### src/rtl/multi_timer.sv
// Multi-channel down-counting timer: shared prescaler tick, per-channel period load,
// periodic or one-shot expiry strobes, enable gating and registered count readback.
module multi_timer #(
   parameter int NCH      = 4,
   parameter int CNT_W    = 21,
   parameter int TICK_DIV = 12,
   localparam int SEL_W   = (NCH > 1) ? $clog2(NCH) : 1
) (
   input  logic             clk,
   input  logic             reset,
   input  logic             tick_sync,
   input  logic [NCH-1:0]   ld,
   input  logic [CNT_W-1:0] ld_val,
   input  logic             ld_mode,
   input  logic [NCH-1:0]   en,
   input  logic [NCH-1:0]   clr,
   input  logic [SEL_W-1:0] rd_sel,
   output logic [NCH-1:0]   pulse,
   output logic [NCH-1:0]   running,
   output logic [NCH-1:0]   done,
   output logic [CNT_W-1:0] rd_count
);

   localparam int PRE_W = (TICK_DIV > 1) ? $clog2(TICK_DIV) : 1;
   localparam logic [PRE_W-1:0] PRE_MAX = PRE_W'(TICK_DIV - 1);

   typedef enum logic [1:0] {
      ST_IDLE = 2'd0,
      ST_RUN  = 2'd1,
      ST_DONE = 2'd2
   } state_t;

   logic [PRE_W-1:0] pre_r;
   logic             tick_s;
   logic [CNT_W-1:0] period_r [NCH];
   logic [CNT_W-1:0] count_r  [NCH];
   logic [NCH-1:0]   mode_r;
   state_t           state_r  [NCH];
   logic [NCH-1:0]   pulse_r;
   logic [CNT_W-1:0] rd_count_r;
   logic [CNT_W-1:0] rd_mux_s;

   // With TICK_DIV=1 the prescaler is pinned at 0 and the tick is permanently high.
   assign tick_s = (pre_r == PRE_MAX);

   // Free-running prescaler, restarted by tick_sync or on wrap.
   always_ff @(posedge clk or negedge reset) begin
      if (!reset) begin
         pre_r <= '0;
      end else if (tick_sync || tick_s) begin
         pre_r <= '0;
      end else begin
         pre_r <= pre_r + PRE_W'(1);
      end
   end

   // Per-channel state machine: clr beats ld beats tick decrement.
   always_ff @(posedge clk or negedge reset) begin
      if (!reset) begin
         for (int i = 0; i < NCH; i++) begin
            period_r[i] <= '0;
            count_r[i]  <= '0;
            state_r[i]  <= ST_IDLE;
         end
         mode_r  <= '0;
         pulse_r <= '0;
      end else begin
         for (int i = 0; i < NCH; i++) begin
            pulse_r[i] <= 1'b0;
            if (clr[i]) begin
               count_r[i] <= '0;
               state_r[i] <= ST_IDLE;
            end else if (ld[i]) begin
               period_r[i] <= ld_val;
               count_r[i]  <= ld_val;
               mode_r[i]   <= ld_mode;
               state_r[i]  <= (ld_val != '0) ? ST_RUN : ST_IDLE;
            end else begin
               case (state_r[i])
                  ST_RUN: begin
                     if (tick_s && en[i]) begin
                        if (count_r[i] > CNT_W'(1)) begin
                           count_r[i] <= count_r[i] - CNT_W'(1);
                        end else begin
                           pulse_r[i] <= 1'b1;
                           if (mode_r[i]) begin
                              count_r[i] <= '0;
                              state_r[i] <= ST_DONE;
                           end else begin
                              count_r[i] <= period_r[i];
                           end
                        end
                     end
                  end
                  ST_IDLE: begin
                     count_r[i] <= count_r[i];
                  end
                  ST_DONE: begin
                     count_r[i] <= count_r[i];
                  end
                  default: begin
                     state_r[i] <= ST_IDLE;
                  end
               endcase
            end
         end
      end
   end

   // Readback mux; selects beyond NCH fall through to zero.
   always_comb begin
      rd_mux_s = '0;
      for (int i = 0; i < NCH; i++) begin
         rd_mux_s = rd_mux_s | ((rd_sel == SEL_W'(i)) ? count_r[i] : '0);
      end
   end

   // Registered readback.
   always_ff @(posedge clk or negedge reset) begin
      if (!reset) begin
         rd_count_r <= '0;
      end else begin
         rd_count_r <= rd_mux_s;
      end
   end

   // Status flags decode straight from the state registers.
   always_comb begin
      running = '0;
      done    = '0;
      for (int i = 0; i < NCH; i++) begin
         running[i] = (state_r[i] == ST_RUN);
         done[i]    = (state_r[i] == ST_DONE);
      end
   end

   assign pulse    = pulse_r;
   assign rd_count = rd_count_r;

endmodule
### config.mk
export PLATFORM = sky130hd
export DESIGN_NAME = multi_timer
export DESIGN_NICKNAME = d
export VERILOG_FILES = /design/src/rtl/multi_timer.sv
export SDC_FILE = /design/constraint.sdc
export NUM_CORES = 1
export LEC_CHECK = 0
export ABC_AREA = 1
export CAP_MARGIN = 30
export CORE_ASPECT_RATIO = 1.4
export CORE_MARGIN = 2
export CORE_UTILIZATION = 45
export CTS_BUF_LIST = sky130_fd_sc_hd__clkbuf_4 sky130_fd_sc_hd__clkbuf_8
export DETAILED_ROUTE_END_ITERATION = 10
export PLACE_DENSITY_LB_ADDON = 0.08
export SETUP_SLACK_MARGIN = 0.3
export SLEW_MARGIN = 25
export SYNTH_ARGS = -nofsm -noshare
export SYNTH_HDL_FRONTEND = slang
export SYNTH_SLANG_ARGS = --single-unit
### constraint.sdc
create_clock -name clk -period 2.2 [get_ports clk]
set_input_delay 0.44 -clock clk [delete_from_list [all_inputs] [get_ports clk]]
set_output_delay 0.44 -clock clk [all_outputs]
set_load 0.01 [all_outputs]
==> impl_metrics.tcl, run 1 <==
set metrics [dict create \
    status "completed" \
    end_kind "output pin" \
    numClockSinks 209 \
    fillers 2787 \
    p_total_mw 11.2 \
    ir_worst_vdd_mv 0.486 \
    grt.total_usage_pct 30.6 \
    drv_slew 0 \
    clkSlewWorstSetupHoldPaths_ps 60 \
    cts_tree "built" \
    p_leak_nw 7.37 \
    synthCells 1879 \
    start_util_pct 45.5 \
    netlist_area_mm2 0.0128 \
    drt_first_iter_violations 1280 \
    yosys_warnings 0 \
    seq_area_frac_synth_pct 40.7 \
    fin_nets 2044 \
    drtAntennaViolNets 0 \
    tightest_slew_ps 689 \
    die_h_um 204 \
    fin_tns_setup_ps 0 \
    synthArstFlopShare_pct 100 \
    start_kind "flip-flop" \
    slowest_stage "dfrtp_1" \
    design_area_mm2 0.0156 \
    cp.arrival_ps 1420 \
    synth_fp_nets 1927 \
    numPortBuffers 71 \
    syn_to_final_growth_pct 21.2 \
    drc_errors 0 \
    crit_required_ps 1760 \
    grt.overflow.total 0 \
    rsz0062_at_grt "yes" \
    max_slew_margin_pct 53.9 \
    setup_viol 0 \
    synth_top_area_share_pct 40.7 \
    gp_congestion 0.959 \
    worstPathMaxFanout 2 \
    finalCritPeriodShare_pct 84.7 \
    powerDensity_mw_per_mm2 718 \
    core-area_mm2 0.0282 \
    post_drt_wl_per_cell_um 19.3 \
    io_pins 72 \
    min-delay-path-class "in -> async" \
    clock_path_buffers 3 \
    final_hold_viol_count 0 \
    synth_area_leaders "dfrtp_1, nand2_1, a21oi_1, nor2_1, nand3_1" \
    fin_skew_ps 26.8 \
    cts_root_buffer "clkbuf_8" \
    synth_seq_cells 209 \
    ys_types 33 \
    final.min_clock_period_ps 1860 \
    place_ws_ps 19.3 \
    fin_util_pct 55.2 \
    path_cells "inv_1 -> nor2_1 -> dlygate4sd2_1" \
    synth_most_common_cell "nand2_1" \
    max_freq_mhz 537 \
    synth-edff-count 0 \
    vias 13000 \
    cts_buffers 37 \
    std_cell_rows 73 \
    synth_common_cells "nand2_1, nor2_1, dfrtp_1, a21oi_1, inv_1" \
    ctsHtreeMaxLevel 2 \
    grt_pass1_vias 12100 \
    vias_per_cell 5.43 \
    clk_latency_ps 570 \
    diodes 0 \
    die_w_um 147 \
    die-area_mm2 0.0299 \
    drt_pass1_iterations 5 \
    synth.avg_cell_area_um2 6.84 \
    hpwl_mm 31.8 \
    max_stage_delay_ps 390 \
    fin_ws_ps 337 \
    layout-drive-gt1-share_pct 15.0 \
    grt_max_degree 71 \
    cap_violations 0 \
    path_class "reg -> out" \
    synth.largest_area_cell "dfrtp_1" \
    grt_pass1_wl_mm 70.4 \
    routed_wirelength_mm 46.3 \
    antenna_found_initial 0 \
    ys.flop_type "dfrtp_1" \
    place_area_mm2 0.0142 \
]
==> report_power, final <==
part           switching (mW)  internal, mW  leakage [nW]
sequential              0.488          4.29          2.60
clock                    1.73          2.17         0.411
combinational            1.61         0.895          4.36
total                    3.83          7.35          7.37
==> state kept, by name, summed over array words and instances, names as in the netlist <==
| name | cells |
|---|---|
| period_r | 84 |
| mode_r | 4 |
| state_r | 8 |
| rd_count | 21 |
| pre_r | 4 |
| pulse | 4 |
| count_r | 84 |
==> worst max-delay path, delay by kind of cell (launching register included) <==
family	cells	cell delay [ps]
buffers and inverters	2	350
flip-flops	1	390
AND/OR/NAND/NOR	1	130
==> per-stage QoR <==
step	std cells	hold slack [ps]
after global routing	2396	353
final	2396	352
after floorplan	1879	144
after global placement	2292	369
after CTS	2368	324
after detailed placement	2292	368
==> worst paths after layout <==
kind	from	to	slack, ps	depth (start not counted)
hold / removal	reset	count_r[69]	350	2
max in group asynchronous	reset	count_r[28]	1110	3
hold reg to reg	pre_r[0]	pre_r[0]	470	1
setup reg to reg	count_r[7]	count_r[0]	370	9
min in group clk	en[1]	pulse[1]	450	3
setup / recovery	state_r[7]	done[0]	340	3
==> placed cells by master (no fill, tap or decap), drive strengths merged <==
master	Yosys	routed
a21oi	210	210
buf	33	91
bufinv	0	1
clkbuf	62	58
clkdlybuf4s15	0	3
clkdlybuf4s50	0	47
clkinv	1	6
clkinvlp	0	11
dfrtp	209	209
dlygate4sd2	0	13
dlygate4sd3	0	1
dlymetal6s2s	0	6
ha	9	9
inv	170	167
nand2	573	576
nand3	174	175
nand4	18	18
nor2	256	256
nor4	6	6
o21ai	123	123
o21bai	3	3
o22ai	11	11
o31ai	1	1
or2	2	2
xnor2	5	5
xor2	13	13
==> repair_timing <==
item                                    4_1_cts  5_1_grt
hold buffers                                  1        0
endpoints found under the hold margin        29        0
resized for setup                            41       70
gates cloned                                  5        5
pin swaps                                     1       15
endpoints found under the setup margin       93       98
setup buffers                                 6       23
==> logic make-up (layout without fill, tap and decap cells) <==
group | after synthesis | in the layout | share of synthesized area, %
compound gates | 348 | 348 | 14.0
buf+inv | 266 | 404 | 8.33
simple gates | 1029 | 1033 | 34.8
flops | 209 | 209 | 40.7
xor+xnor | 18 | 18 | 1.23
fa+ha+maj | 9 | 9 | 0.877
==> metal layers <==
layer / part of all wire (%) / vias up / GRT usage [%]
met3: 6.5 / 103 / 5.20
li1: - / 6282 / -
met5: 0 / - / 0
met2: 46 / 487 / 48.3
met4: 4.8 / 0 / 14.7
met1: 43 / 6144 / 41.1
==> layout make-up <==
type / count / area, µm² / area share [%]
inverter: 171 / 658 / 4.23
sequential: 209 / 5240 / 33.7
timing repair buffer: 163 / 1540 / 9.87
clock buffer: 56 / 708 / 4.55
multi-input combinational: 1408 / 6840 / 43.9
tap: 375 / 469 / 3.01
clock inverter: 8 / 70.1 / 0.450
timing repair inverter: 6 / 45.0 / 0.289
Note: power is estimated with default switching activity, not from simulation.
==> run 2, diff against run 1 <==
==> constraint.sdc (replaced) <==
create_clock -name clk -period 1.9 [get_ports clk]
set_input_delay 0.38 -clock clk [delete_from_list [all_inputs] [get_ports clk]]
set_output_delay 0.38 -clock clk [all_outputs]
set_load 0.01 [all_outputs]
==> impl_metrics.tcl, run 2 (synthesis results as in run 1) <==
set metrics [dict create \
    status "completed" \
    cp.arrival_ps 2260 \
    design_area_mm2 0.0185 \
    grt_pass1_wl_mm 76.6 \
    vias 14100 \
    clkSlewWorstSetupHoldPaths_ps 60 \
    final_cell_mix "nand2_1, buf_4, dfrtp_1" \
    syn_to_final_growth_pct 44.4 \
    setup_viol 0 \
    ctsHtreeMaxLevel 2 \
    drc_errors 0 \
    grt_pass1_vias 13500 \
    grt.total_usage_pct 33.2 \
    vias_per_cell 5.47 \
    tightest_slew_ps 599 \
    numPortBuffers 71 \
    grt.overflow.total 0 \
    std_cell_rows 73 \
    end_kind "flip-flop" \
    mostFrequentLayoutCell "nand2_1" \
    max_slew_margin_pct 59.9 \
    grtUsageMet1_pct 42.1 \
    numClockSinks 209 \
    placed_cells 2376 \
    top_usage_layer "met2" \
    clock_path_buffers 3 \
    crit_required_ps 2340 \
    fin_tns_setup_ps 0 \
    grt_max_degree 45 \
    routed_wirelength_mm 51.6 \
    ir_worst_vdd_mv 0.550 \
    finalCritPeriodShare_pct 96.0 \
    place_area_mm2 0.0149 \
    max_freq_mhz 549 \
    p_total_mw 14.0 \
    finalNonFillerCells 2571 \
    drtAntennaViolNets 0 \
    final_hold_viol_count 0 \
    holdWs_ps 308 \
    die_h_um 204 \
    cts_buffers 38 \
    fillers 2408 \
    path_class "reg -> reg" \
    post_drt_wl_per_cell_um 20.1 \
    min-delay-path-class "in -> async" \
    fin_skew_ps 24.1 \
    die_w_um 147 \
    drv_slew 0 \
    hpwl_mm 33.7 \
    diodes 0 \
    rsz0062_at_grt "yes" \
    final.min_clock_period_ps 1820 \
    core-area_mm2 0.0282 \
    cts_tree "built" \
    powerDensity_mw_per_mm2 752 \
    drt_pass1_iterations 6 \
    grtUsageMet2_pct 54.1 \
    use_met3_pct 4.58 \
    layout-drive-gt1-share_pct 33.8 \
    io_pins 72 \
    die-area_mm2 0.0299 \
    worstPathMaxFanout 3 \
    cap_violations 0 \
    gp_congestion 0.960 \
    fin_util_pct 65.7 \
    place_ws_ps -720 \
    cts_root_buffer "clkbuf_8" \
    clk_latency_ps 570 \
    fin_nets 2222 \
    p_leak_nw 8.53 \
    start_kind "flip-flop" \
    antenna_found_initial 0 \
    fin_ws_ps 76.9 \
    start_util_pct 45.5 \
    drt_first_iter_violations 1119 \
]
==> run 2: cell types whose count changed in the layout (fill, tap and decap cells not counted), moves of 31 or more <==
| cell | delta |
|---|---|
| buf_6 | +31 |
| a21oi_2 | +66 |
| nor2_1 | -57 |
| buf_4 | +126 |
| dfrtp_1 | -40 |
| dfrtp_2 | +40 |
| a21oi_1 | -78 |
| nor2_4 | +33 |
==> run 2: final timing paths <==
check | endpoint | cells past startpoint | slack (ps) | start
worst max-delay path | state_r[6] | 12 | 80 | pre_r[0]
min in group clk | pulse[2] | 3 | 450 | en[2]
worst min-delay path | pulse[0] | 2 | 310 | reset
worst max register to register | state_r[6] | 12 | 80 | pre_r[0]
max in group asynchronous | count_r[2] | 3 | 970 | reset
worst min register to register | period_r[12] | 2 | 470 | period_r[12]
==> run 2: area by class of cell <==
class / instances / area, µm² / area share [%]
Timing Repair Buffer: 346 / 3430 / 18.5
Inverter: 171 / 682 / 3.68
Clock buffer: 57 / 709 / 3.83
Sequential cell: 209 / 5290 / 28.5
Multi-Input combinational cell: 1408 / 7910 / 42.7
Clock inverter: 5 / 52.6 / 0.283
Tap cell: 375 / 469 / 2.53
==> run 2: metal layers <==
| layer | part of all wire (%) | up-vias | routed length [µm] |
|---|---|---|---|
| li1 | - | 6654 | - |
| met1 | 40 | 6692 | 20700 |
| met2 | 47 | 548 | 24000 |
| met3 | 5.8 | 180 | 2980 |
| met4 | 7.6 | 0 | 3900 |
| met5 | 0 | - | 0 |
==> run 2: worst max-delay path, cell delays in order (launching register included) <==
cell and delay (ps):
dfrtp_1 390, ha_4 170, nand3_4 70, buf_8 150, buf_6 130, nor2_4 120, buf_4 120, buf_4 90
buf_4 100, buf_4 100, nand3_2 100, nand3_2 110, nand2_1 50
==> run 2: timing repair <==
item,CTS,global route
endpoints found under the setup margin,126,112
cloned,13,8
gates resized for setup,290,267
hold endpoints to repair,35,0
pin swaps,78,84
buffers inserted,67,44
hold buffers,1,0
==> run 2: power breakdown <==
group	switching [mW]	total (mW)	internal, mW
Sequential	0.549	5.54	4.99
Clock	1.96	4.46	2.50
Combinational	2.34	3.96	1.62
